[src/rtl/decode_issue_stage_pkg.sv]
// rtl/decode_issue_stage_pkg.sv - shared opcodes, width defaults and control bundle for decode/issue
package decode_issue_stage_pkg;

    localparam int DATA_W_DEF = 32;
    localparam int ADDR_W_DEF = 5;

    localparam logic [5:0] OP_RTYPE = 6'h00;
    localparam logic [5:0] OP_LW    = 6'h23;
    localparam logic [5:0] OP_SW    = 6'h2B;
    localparam logic [5:0] OP_ADDI  = 6'h08;
    localparam logic [5:0] OP_BEQ   = 6'h04;

    // Which instruction field names the destination register.
    typedef enum logic [1:0] {
        DEST_NONE = 2'd0,
        DEST_RD   = 2'd1,
        DEST_RT   = 2'd2
    } dest_sel_e;

    typedef struct packed {
        logic reg_write;
        logic mem_read;
        logic mem_write;
        logic alu_src;
        logic branch;
    } ctrl_t;

    localparam ctrl_t CTRL_NONE = '0;

endpackage

[src/rtl/decode_issue_stage_instr_decoder.sv]
// rtl/decode_issue_stage_instr_decoder.sv - combinational opcode decoder for the decode/issue stage
// Ports:
//   opcode   in   instr[31:26]
//   ctrl     out  control bundle (all zero for unsupported opcodes)
//   dest_sel out  destination field select (none for sw, beq, unsupported)
//   uses_rt  out  rt is a source operand (R-type, sw, beq)
//   illegal  out  opcode is unsupported
module instr_decoder
    import decode_issue_stage_pkg::*;
(
    input  logic [5:0] opcode,
    output ctrl_t      ctrl,
    output dest_sel_e  dest_sel,
    output logic       uses_rt,
    output logic       illegal
);

    always_comb begin
        ctrl     = CTRL_NONE;
        dest_sel = DEST_NONE;
        uses_rt  = 1'b0;
        illegal  = 1'b0;
        case (opcode)
            OP_RTYPE: begin
                ctrl.reg_write = 1'b1;
                dest_sel       = DEST_RD;
                uses_rt        = 1'b1;
            end
            OP_LW: begin
                ctrl.mem_read  = 1'b1;
                ctrl.reg_write = 1'b1;
                ctrl.alu_src   = 1'b1;
                dest_sel       = DEST_RT;
            end
            OP_SW: begin
                ctrl.mem_write = 1'b1;
                ctrl.alu_src   = 1'b1;
                uses_rt        = 1'b1;
            end
            OP_ADDI: begin
                ctrl.reg_write = 1'b1;
                ctrl.alu_src   = 1'b1;
                dest_sel       = DEST_RT;
            end
            OP_BEQ: begin
                ctrl.branch = 1'b1;
                uses_rt     = 1'b1;
            end
            default: illegal = 1'b1;
        endcase
    end

endmodule

[src/rtl/decode_issue_stage.sv]
// rtl/decode_issue_stage.sv - ID stage: decode, load-use hazard detection and ID/EX register
// Ports:
//   clk, rst                       clock, asynchronous active-high reset
//   instr_in, instr_valid          instruction from IF/ID and its valid flag
//   flush                          kill the instruction in ID (branch taken in EX)
//   ex_hold                        EX cannot accept; freeze ID/EX
//   rf_read_add1/2                 register file read addresses (rs, rt)
//   rf_read_data1/2                register file read data
//   stall_if                       hold PC and IF/ID this cycle
//   ex_*                           ID/EX register contents
module decode_issue_stage
    import decode_issue_stage_pkg::*;
#(
    parameter int DATA_W = DATA_W_DEF,
    parameter int ADDR_W = ADDR_W_DEF
) (
    input  logic              clk,
    input  logic              rst,
    input  logic [31:0]       instr_in,
    input  logic              instr_valid,
    input  logic              flush,
    input  logic              ex_hold,
    output logic [ADDR_W-1:0] rf_read_add1,
    output logic [ADDR_W-1:0] rf_read_add2,
    input  logic [DATA_W-1:0] rf_read_data1,
    input  logic [DATA_W-1:0] rf_read_data2,
    output logic              stall_if,
    output logic              ex_valid,
    output logic [DATA_W-1:0] ex_rs_data,
    output logic [DATA_W-1:0] ex_rt_data,
    output logic [DATA_W-1:0] ex_imm,
    output logic [ADDR_W-1:0] ex_dest,
    output logic [5:0]        ex_funct,
    output logic              ex_reg_write,
    output logic              ex_mem_read,
    output logic              ex_mem_write,
    output logic              ex_alu_src,
    output logic              ex_branch,
    output logic              ex_illegal
);

    typedef struct packed {
        logic              valid;
        logic [DATA_W-1:0] rs_data;
        logic [DATA_W-1:0] rt_data;
        logic [DATA_W-1:0] imm;
        logic [ADDR_W-1:0] dest;
        logic [5:0]        funct;
        ctrl_t             ctrl;
        logic              illegal;
    } idex_t;

    idex_t idex_q;
    idex_t idex_d;

    ctrl_t     dec_ctrl;
    dest_sel_e dec_dest_sel;
    logic      dec_uses_rt;
    logic      dec_illegal;

    logic [ADDR_W-1:0] rs_addr;
    logic [ADDR_W-1:0] rt_addr;
    logic [ADDR_W-1:0] rd_addr;
    logic              hazard;

    instr_decoder u_instr_decoder (
        .opcode   (instr_in[31:26]),
        .ctrl     (dec_ctrl),
        .dest_sel (dec_dest_sel),
        .uses_rt  (dec_uses_rt),
        .illegal  (dec_illegal)
    );

    assign rs_addr = ADDR_W'(instr_in[25:21]);
    assign rt_addr = ADDR_W'(instr_in[20:16]);
    assign rd_addr = ADDR_W'(instr_in[15:11]);

    assign rf_read_add1 = rs_addr;
    assign rf_read_add2 = rt_addr;

    // Only a load sitting in EX can produce a value too late for the
    // instruction in ID; rs is always compared, rt only when it is a source.
    assign hazard = instr_valid & idex_q.valid & idex_q.ctrl.mem_read
                  & (idex_q.dest != '0)
                  & ((idex_q.dest == rs_addr) | (dec_uses_rt & (idex_q.dest == rt_addr)));

    // A flush discards the ID instruction, so there is nothing left to hold.
    assign stall_if = (hazard | ex_hold) & ~flush;

    always_comb begin
        idex_d = idex_q;
        if (flush) begin
            idex_d = '0;
        end else if (ex_hold) begin
            idex_d = idex_q;
        end else if (hazard) begin
            idex_d = '0;
        end else begin
            idex_d.valid   = instr_valid;
            idex_d.rs_data = rf_read_data1;
            idex_d.rt_data = rf_read_data2;
            idex_d.imm     = {{(DATA_W-16){instr_in[15]}}, instr_in[15:0]};
            idex_d.funct   = instr_in[5:0];
            idex_d.ctrl    = instr_valid ? dec_ctrl : CTRL_NONE;
            idex_d.illegal = instr_valid & dec_illegal;
            case (dec_dest_sel)
                DEST_RD: idex_d.dest = rd_addr;
                DEST_RT: idex_d.dest = rt_addr;
                default: idex_d.dest = '0;
            endcase
        end
    end

    always_ff @(posedge clk or posedge rst) begin
        if (rst) begin
            idex_q <= '0;
        end else begin
            idex_q <= idex_d;
        end
    end

    assign ex_valid     = idex_q.valid;
    assign ex_rs_data   = idex_q.rs_data;
    assign ex_rt_data   = idex_q.rt_data;
    assign ex_imm       = idex_q.imm;
    assign ex_dest      = idex_q.dest;
    assign ex_funct     = idex_q.funct;
    assign ex_reg_write = idex_q.ctrl.reg_write;
    assign ex_mem_read  = idex_q.ctrl.mem_read;
    assign ex_mem_write = idex_q.ctrl.mem_write;
    assign ex_alu_src   = idex_q.ctrl.alu_src;
    assign ex_branch    = idex_q.ctrl.branch;
    assign ex_illegal   = idex_q.illegal;

endmodule

[config.mk]
export PLATFORM = sky130hd
export DESIGN_NAME = decode_issue_stage
export DESIGN_NICKNAME = d
export VERILOG_FILES = /design/src/rtl/decode_issue_stage_pkg.sv /design/src/rtl/decode_issue_stage_instr_decoder.sv /design/src/rtl/decode_issue_stage.sv
export SDC_FILE = /design/constraint.sdc
export NUM_CORES = 1
export LEC_CHECK = 0
export BUFFER_PORTS_ARGS = -buffer_cell sky130_fd_sc_hd__buf_2
export CAP_MARGIN = 40
export CORE_ASPECT_RATIO = 1.75
export CORE_UTILIZATION = 49
export CTS_CLUSTER_SIZE = 8
export DETAILED_ROUTE_END_ITERATION = 10
export PLACE_DENSITY_LB_ADDON = 0.12
export SYNTH_ARGS = -nofsm -noshare
export SYNTH_HDL_FRONTEND = slang
export SYNTH_SLANG_ARGS = --single-unit
[constraint.sdc]
create_clock -name clk -period 3.65 [get_ports clk]
set_input_delay 0.365 -clock clk [delete_from_list [all_inputs] [get_ports clk]]
set_output_delay 0.365 -clock clk [all_outputs]
set_load 0.005 [all_outputs]
# Word level (Yosys, flattened, before mapping)
# Index checks and enable logic that the tools add are counted.
[op_classes] n_eq_ne=9 muxes=13 bitwise_logic=10 reduce_logical=7
[ops] operator="2-to-1 mux 114 bit" count=3
[ops] operator="equality test 6 bit, second input constant" count=2
[ops] operator="equality test 5 bit" count=2
[ops] operator="case mux 5 bit (2 select lines)" count=1
[ops] operator="OR reduction 3 bit" count=3
[ops] operator="AND 1 bit" count=7
[ops] operator="2-to-1 mux 1 bit" count=7
[ops] operator="equality test 6 x 3 -> 1 bit, second input constant" count=1
[ops] operator="equality test 6 x 4 -> 1 bit, second input constant" count=1
[ops] operator="zero test 6 bit" count=1
[ops] operator="2-to-1 mux 5 bit" count=1
[ops] operator="nonzero test 5 bit" count=1
[ops] operator="OR reduction 5 bit" count=1
[ops] operator="case mux 2 bit (2 select lines)" count=1
[ops] operator="equality test 2 x 1 -> 1 bit, second input constant" count=1
[ops] operator="equality test 2 bit, second input constant" count=1
[ops] operator="inequality test 2 bit, second input constant" count=1
[ops] operator="bitwise OR 1 bit" count=2
[ops] operator="OR reduction 2 bit" count=1
[ops] operator="NOT 1 bit" count=1
[word_totals] register_bits=114 in_bits=101 output_inout_bits=125 wordCells=51

# Longest topological paths before layout
# Gate-level depths: netlist of the first run.
[depth] depth_word=9 depth_mapped=7 depth_no_buf=7

# Hierarchy
# Synthesis of the first run repeated with hierarchy kept, for this count alone.
[hier_totals] cells_unflattened=606 area_unflattened_um2=5557.8
[by_module_without_submodules] module="decode_issue_stage" n_inst=1 cells_per_inst=586 area_each_um2=5437.7 seq_area_each_um2=2302.2
[by_module_without_submodules] module="instr_decoder" n_inst=1 cells_per_inst=20 area_each_um2=120.1 seq_area_each_um2=0.0

# Least setup slack after synthesis of the first run
# OpenSTA, ideal clock, no wires.
[synth_timing] path_kind="input to register" from="in instr_in[26]" to="reg idex_q (netlist bit ex_dest[4])" setup_ns=0.068 arrival_ns=2.215 required_ns=3.582 slack_ns=1.368 path_stages=6 n_path_buf=0 cell_sequence="or4b_2 > a21oi_1 > ha_1 > or3_1 > nor2_1 > a32o_1"
[synth_between] elab_chain_len=9 elab_cells_between_ends=18 cone_classes="eq/ne: 6; mux: 6; bitwise: 3; reduce/logical: 3"
[synth_lines] element="start: declaration" line_no="decode_issue_stage.sv:19" rtl="input logic [31:0] instr_in,"
[synth_lines] element="branches (longest 6 deep; another with equality test 6 bit)"
[synth_lines] element="2-to-1 mux 114 bit *" line_no="decode_issue_stage.sv:96" rtl="end else if (hazard) begin"
[synth_lines] element="2-to-1 mux 114 bit *" line_no="decode_issue_stage.sv:94" rtl="end else if (ex_hold) begin"
[synth_lines] element="2-to-1 mux 114 bit *" line_no="decode_issue_stage.sv:92" rtl="if (flush) begin"
[synth_lines] element="end signal: assignment" line_no="decode_issue_stage.sv:118" rtl="idex_q <= idex_d;"
[synth_lines] element="end: declaration" line_no="decode_issue_stage.sv:53" rtl="idex_t idex_q;"
# Every way passes the cells marked *. The select of a mux whose other input is x is not followed.
# A chain may end at the register's enable or synchronous reset.

# Worst setup path in the final report of the first run
[layout_timing] from="reg idex_q (netlist bit ex_dest[1])" to="out stall_if"
[layout_between] elab_chain_len=6 elab_cells_between_ends=9 cone_classes="eq/ne: 2; bitwise: 6; reduce/logical: 1"
[layout_lines] element="equality test 5 bit" line_no="decode_issue_stage.sv:85" rtl="& ((idex_q.dest == rs_addr) | (dec_uses_rt & (idex_q.dest == rt_addr)));"
[layout_lines] element="AND 1 bit" line_no="decode_issue_stage.sv:85"
[layout_lines] element="bitwise OR 1 bit" line_no="decode_issue_stage.sv:85"
[layout_lines] element="AND 1 bit *" line_no="decode_issue_stage.sv:85"
[layout_lines] element="bitwise OR 1 bit *" line_no="decode_issue_stage.sv:88" rtl="assign stall_if = (hazard | ex_hold) & ~flush;"
[layout_lines] element="AND 1 bit *" line_no="decode_issue_stage.sv:88"
[layout_lines] element="end: declaration" line_no="decode_issue_stage.sv:27" rtl="output logic stall_if,"
# Mark *: on every way between the ends. The rest lies on a longest branch, timed or not.

==> qor.csv, run 1 <==
stage,metric,value,unit
global_routing,initial antenna violation count,0,
sta,hold slack,281,ps
critical_path,worst path required time,3280,ps
routing,1st-iter DRT viols,208,
clock_tree,hold_buf cts,1,
sta,max-slew violations,0,
final_layout,fin cells,752,
floorplanning,Die Span Y,140,um
floorplanning,Die Width,80.9,um
global_routing,gr ovfl total,0,
synthesis,Main synth FF type,dfrtp_1,
synthesis,synth top area cells,"dfrtp_1, o41ai_2, a32o_1",
critical_path,Crit Path Class,reg -> out,
min_path,Hold WC Path Type,in -> reg,
place,pre-CTS setup slack,1020,ps
clock_tree,clock buffer depth,2,
power_and_ir_drop,VDD IR-drop max,0.263,mV
synthesis,Async SR Flop Fraction,100,%
clock_tree,H-Tree Depth,3,
routing,Vias,4382,
power_and_ir_drop,P_leak,3.22,nW
critical_path,Worst setup SP type,flip-flop,
synthesis,Synth cell types,41,
critical_path,critical path peak fanout,47,
synthesis,Mean Syn Cell Area,11.8,um2
routing,drt pass-1 iters,4,
final_layout,antenna cells,0,
power_and_ir_drop,power per cell area,356,nW/um2
global_routing,first-pass GRT wire length,21900,um
place,GPL Wtd Cong,0.746,
synthesis,Yosys Warn Count,0,
sta,Clock Skews,9.44,ps
synthesis,Mapped Cells,453,
routing,Routed Antenna Nets,0,
sta,Fmax,351,MHz
clock_tree,Worst-Skew Late Latency,340,ps
sta,final period utilization,78.1,%
critical_path,CP endpoint kind,output pin,
sta,Setup-failing EPs final,0,
floorplanning,DIE AREA,11300,um2
synthesis,number of synthesized flops with an enable pin,0,
clock_tree,cts repair resizes,0,
sta,RSZ-0062 raised after global routing,no,
routing,DRC,0,
synthesis,Synth Net Count,556,
clock_tree,CTS tree,done,
synthesis,"area leader, netlist",dfrtp_1,
floorplanning,row count,50,
global_routing,largest net degree at the start of global routing,71,
place,DP Cell Count,735,
critical_path,crit path DAT,2490,ps
clock_tree,postcts setup bufs,0,
routing,DR WL/cell,18.6,um
clock_tree,Inserted Clock Buffers,9,
sta,worst slew margin relative to its limit,51.8,%
place,I/O Buffers,225,
sta,"Hold Violations, Final",0,
global_routing,GRT Total Usage,25.2,%
synthesis,mapped cell area,5330,um2
job,max cap viols,0,
synthesis,Synth top area share,43.2,%
sta,setup_tns,0,ps
sta,worst setup margin,798,ps
synthesis,"Seq/Total Area, Yosys",43.2,%
outcome,run status,"finished, final reports clean",
clock_tree,Clock transition at path regs,70,ps
floorplanning,starting density of the core,50.2,%
clock_tree,Root Driver,clkbuf_16,
global_routing,vias in the first global route,4296,
routing,final wirelength,14000,um
final_layout,layout cells sized above 1,49.0,%
clock_tree,Sink Count,92,
place,DP HPWL,9760,um
floorplanning,# IOs,226,
final_layout,area grow syn2layout,22.5,%
sta,Worst-Margin Slew,722,ps
final_layout,Nets,720,
floorplanning,core area,10600,um2
routing,DR vias/cell,5.83,
synthesis,#FFs+latches synth,92,
sta,fin crit period,2850,ps
-- kinds of logic (layout without fill, tap and decap cells) --
kind of cell | count (synthesis) | in the layout | synth area share, %
DFF | 92 | 92 | 43.2
xor gates and xnor gates | 10 | 10 | 1.64
adders and majority gates | 2 | 2 | 0.469
buffers and inverters | 88 | 257 | 10.8
AOI/OAI and AO/OA | 104 | 104 | 23.9
and+or+nand+nor | 157 | 157 | 20.0
-- power by group --
part           internal, mW  total [mW]  switching [mW]
registers              1.07        1.10          0.0310
clock network         0.463       0.871           0.408
logic                 0.180       0.353           0.174
-- placed cells by master, fill, tap and decap left out, types with 3 or more instances in the layout --
cell type and count:
a22oi_1 5, a32o_1 46, buf_16 3, buf_2 224
buf_4 7, clkbuf_16 9, clkinvlp_4 5, dfrtp_1 92
inv_1 3, nand2_1 5, nand2b_1 43, nand3b_1 43
nor2_1 9, nor3b_1 38, o31ai_2 3, o41ai_1 6
o41ai_2 37, xnor2_1 8
-- flip-flops by register name (all words and copies together) (netlist names) --
signal and cells:
ex_rs_data 32, ex_rt_data 32, ex_imm 16, ex_dest 5, ex_alu_src 1, ex_branch 1, ex_illegal 1, ex_mem_read 1
ex_mem_write 1, ex_reg_write 1, ex_valid 1
-- metal layers --
| layer | routed length, um | global-route usage [%] | share of wire, % | up-vias |
|---|---|---|---|---|
| li1 | - | - | - | 2019 |
| met2 | 7380 | 43.3 | 53 | 152 |
| met5 | 0 | 0 | 0 | - |
| met4 | 415 | 10.1 | 3.0 | 0 |
| met3 | 732 | 5.41 | 5.2 | 28 |
| met1 | 5440 | 29.9 | 39 | 2183 |
-- worst max-delay path: stages (launching register included) --
cell and delay (ps):
dfrtp_1 430, or4_4 600, o211ai_2 220, or2_1 140, buf_4 430, a31oi_1 150
buf_2 160
-- path summary, 6_finish.rpt --
path,slack [ps],from,end,cells past startpoint
max,800,ex_dest[1],stall_if,6
min,280,rf_read_data2[4],ex_rt_data[4],3
max reg2reg,1240,ex_dest[0],ex_rt_data[2],5
min reg2reg,480,ex_mem_write,ex_mem_write,2
max in group asynchronous,2220,rst,ex_rt_data[10],5
min in group asynchronous,490,rst,ex_rs_data[11],3
-- final cells by class --
type | count | area [um2]
sequential | 92 | 2300
inverter | 4 | 17.5
fill | 933 | 4100
clock inverter | 7 | 51.3
multi-input combinational | 273 | 2470
timing repair buffer | 237 | 1310
tap | 130 | 163
clock buffer | 9 | 225
-- Yosys cell counts, drive strengths merged, types with 3 or more instances --
master / instances
dfrtp: 92
buf: 51
a32o: 46
nand2b: 43
nand3b: 43
o41ai: 43
nor3b: 38
clkbuf: 33
nor2: 11
xnor2: 8
a22oi: 5
nand2: 5
inv: 4
o31ai: 3
or2: 3
-- stage by stage --
stage	power, mW	area, um2	utilization (%)
after floorplan	1.32	5330	-
after global placement	1.45	6150	57.8
after detailed placement	1.48	6250	58.8
after CTS	2.35	6540	61.4
after global routing	2.44	6540	61.4
final	2.33	6540	61.4
Power figures use the tool's default switching activity.
==> run 2, diff against run 1 <==
clock period = 2.7 ns   (was 3.65 ns; I/O delays follow)
==> run 2 against run 1 <==
  * Core utilization about the same
  * Die area unchanged
  * Via count up 0.27%
  * Critical path depth down 1
  * Critical endpoint unchanged
  * Clock power up 33%
  * Sequential share of layout area about the same
  * Critical path type unchanged
  * Clock-buffer cell count up 2
==> qor.csv, run 2 (synthesis gave the netlist of run 1 again) <==
stage,metric,value,unit,change
power_and_ir_drop,P_leak,3.23,nW,+0.30%
job,max cap viols,0,,unchanged
global_routing,routing usage on met1,28.9,%,-1.0 points
routing,DR WL/cell,18.6,um,about the same
final_layout,layout cells sized above 1,49.0,%,about the same
final_layout,"most common cell after layout, fill and taps aside",buf_2,,
critical_path,crit path DAT,2140,ps,-350 ps
floorplanning,core area,10600,um2,unchanged
critical_path,Crit path largest cell delay,610,ps,about the same
final_layout,Nets,722,,+0.28%
sta,hold slack,26.1,ps,-255 ps
clock_tree,CTS tree,done,,
place,pre-CTS setup slack,166,ps,-852 ps
critical_path,CP endpoint kind,output pin,,
final_layout,fin cells,754,,+0.27%
global_routing,first-pass GRT wire length,21700,um,-1.0%
floorplanning,row count,50,,unchanged
routing,Vias,4394,,+0.27%
sta,final period utilization,89.1,%,
sta,max-slew violations,0,,unchanged
clock_tree,Root Driver,clkbuf_16,,
global_routing,gr ovfl total,0,,unchanged
final_layout,fill count,941,,+0.86%
final_layout,Final Core Density,61.4,%,about the same
critical_path,cells along the critical path,or4_4 > o211ai_2 > or2_1 > a31oi_1 > buf_2,,
global_routing,grt peak-use layer,met2,,
clock_tree,Sink Count,92,,unchanged
sta,worst setup margin,294,ps,-503 ps
critical_path,CP max stage cell,or4_4,,
routing,final wirelength,14000,um,+0.18%
final_layout,area grow syn2layout,22.4,%,about the same
routing,DRC,0,,unchanged
sta,Setup-failing EPs final,0,,unchanged
floorplanning,Die Span Y,140,um,unchanged
sta,fin crit period,2410,ps,
routing,DR vias/cell,5.83,,about the same
power_and_ir_drop,power per cell area,477,nW/um2,+34%
floorplanning,# IOs,226,,unchanged
routing,Routed Antenna Nets,0,,unchanged
place,GPL Wtd Cong,0.832,,+12%
floorplanning,starting density of the core,50.2,%,unchanged
clock_tree,hold_buf cts,0,,-1
outcome,run status,"finished, final reports clean",,
global_routing,vias in the first global route,4311,,+0.35%
place,I/O Buffers,225,,unchanged
final_layout,final instance area,6530,um2,about the same
final_layout,"commonest cells after routing, fill and taps aside","buf_2, dfrtp_1, a32o_1",,
place,DP HPWL,9650,um,-1.2%
power_and_ir_drop,Final Power,3.12,mW,+34%
critical_path,family with the most delay on the worst path,simple AND/OR/NAND/NOR gates,,
clock_tree,H-Tree Depth,3,,unchanged
critical_path,CP bufs+invs,1,,-1
critical_path,Worst setup SP type,flip-flop,,
critical_path,worst path required time,2430,ps,-850 ps
power_and_ir_drop,VDD IR-drop max,0.334,mV,+27%
floorplanning,DIE AREA,11300,um2,unchanged
routing,drt pass-1 iters,4,,unchanged
clock_tree,clock buffer depth,2,,unchanged
routing,1st-iter DRT viols,207,,-0.48%
clock_tree,Clock transition at path regs,70,ps,about the same
global_routing,met2 Resource Use GR,43.0,%,-0.22 points
clock_tree,postcts setup bufs,0,,unchanged
sta,worst slew margin relative to its limit,55.7,%,+3.9 points
sta,RSZ-0062 raised after global routing,no,,
global_routing,largest net degree at the start of global routing,107,,+51%
sta,"Hold Violations, Final",0,,unchanged
critical_path,Crit Path Class,reg -> out,,
min_path,Hold WC Path Type,in -> async,,
place,placed inst area,6260,um2,+0.20%
final_layout,antenna cells,0,,unchanged
sta,setup_tns,0,ps,unchanged
sta,Worst-Margin Slew,664,ps,-58.4 ps
floorplanning,Die Width,80.9,um,unchanged
global_routing,GRT Total Usage,24.6,%,-0.59 points
sta,Fmax,416,MHz,
sta,Clock Skews,11.9,ps,+2.46 ps
global_routing,initial antenna violation count,0,,unchanged
place,DP Cell Count,738,,+0.41%
critical_path,critical path peak fanout,6,,-87%
global_routing,met3 Use GR,4.76,%,-0.65 points
clock_tree,Inserted Clock Buffers,9,,unchanged
clock_tree,Worst-Skew Late Latency,340,ps,about the same
clock_tree,cts repair resizes,0,,unchanged
run 2: changes by cell type in the layout (fill, tap and decap cells not counted), sizes merged:
cell         previous run  this run
dlygate4sd3             1         0
clkbuf                  9        11
clkinv                  1         2
buf                   236       239
clkinvlp                5         2
run 2: area by class of cell:
cell class | count | area, um2 | share of cell area (%)
sequential | 92 | 2300 | 35.2
inverter | 4 | 17.5 | 0.268
clock buffer | 11 | 233 | 3.56
timing repair buffer | 239 | 1310 | 20.0
tap | 130 | 163 | 2.49
clock inverter | 5 | 37.5 | 0.575
multi-input combinational | 273 | 2470 | 37.8
run 2: worst register-to-register path, delay by kind of cell (launching register included):
kind	cells	cell delay [ps]
and+or+nand+nor	2	730
buffers and inverters	2	370
AOI/OAI and AO/OA	2	570
DFF	1	460
run 2: final timing paths:
kind | end | slack (ps) | cells after the start | from
setup / recovery | stall_if | 290 | 5 | ex_dest[1]
hold / removal | ex_imm[6] | 30 | 2 | rst
setup reg to reg | ex_rt_data[5] | 450 | 6 | ex_dest[1]
hold reg to reg | ex_rt_data[26] | 490 | 1 | ex_rt_data[26]
max in group asynchronous | ex_dest[0] | 1980 | 3 | rst
min in group clk | ex_imm[3] | 190 | 3 | instr_in[3]
run 2: where the power goes:
group | leakage, nW | internal [mW] | switching [mW]
registers | 1.23 | 1.45 | 0.0412
logic | 1.88 | 0.236 | 0.234
clock network | 0.126 | 0.628 | 0.530
run 2: per-layer routing:
metal  up-vias  part of all wire [%]
met3        21                   5.1
met1      2208                    40
met5         -                     0
met4         0                   2.4
met2       143                    53
li1       2022                     -
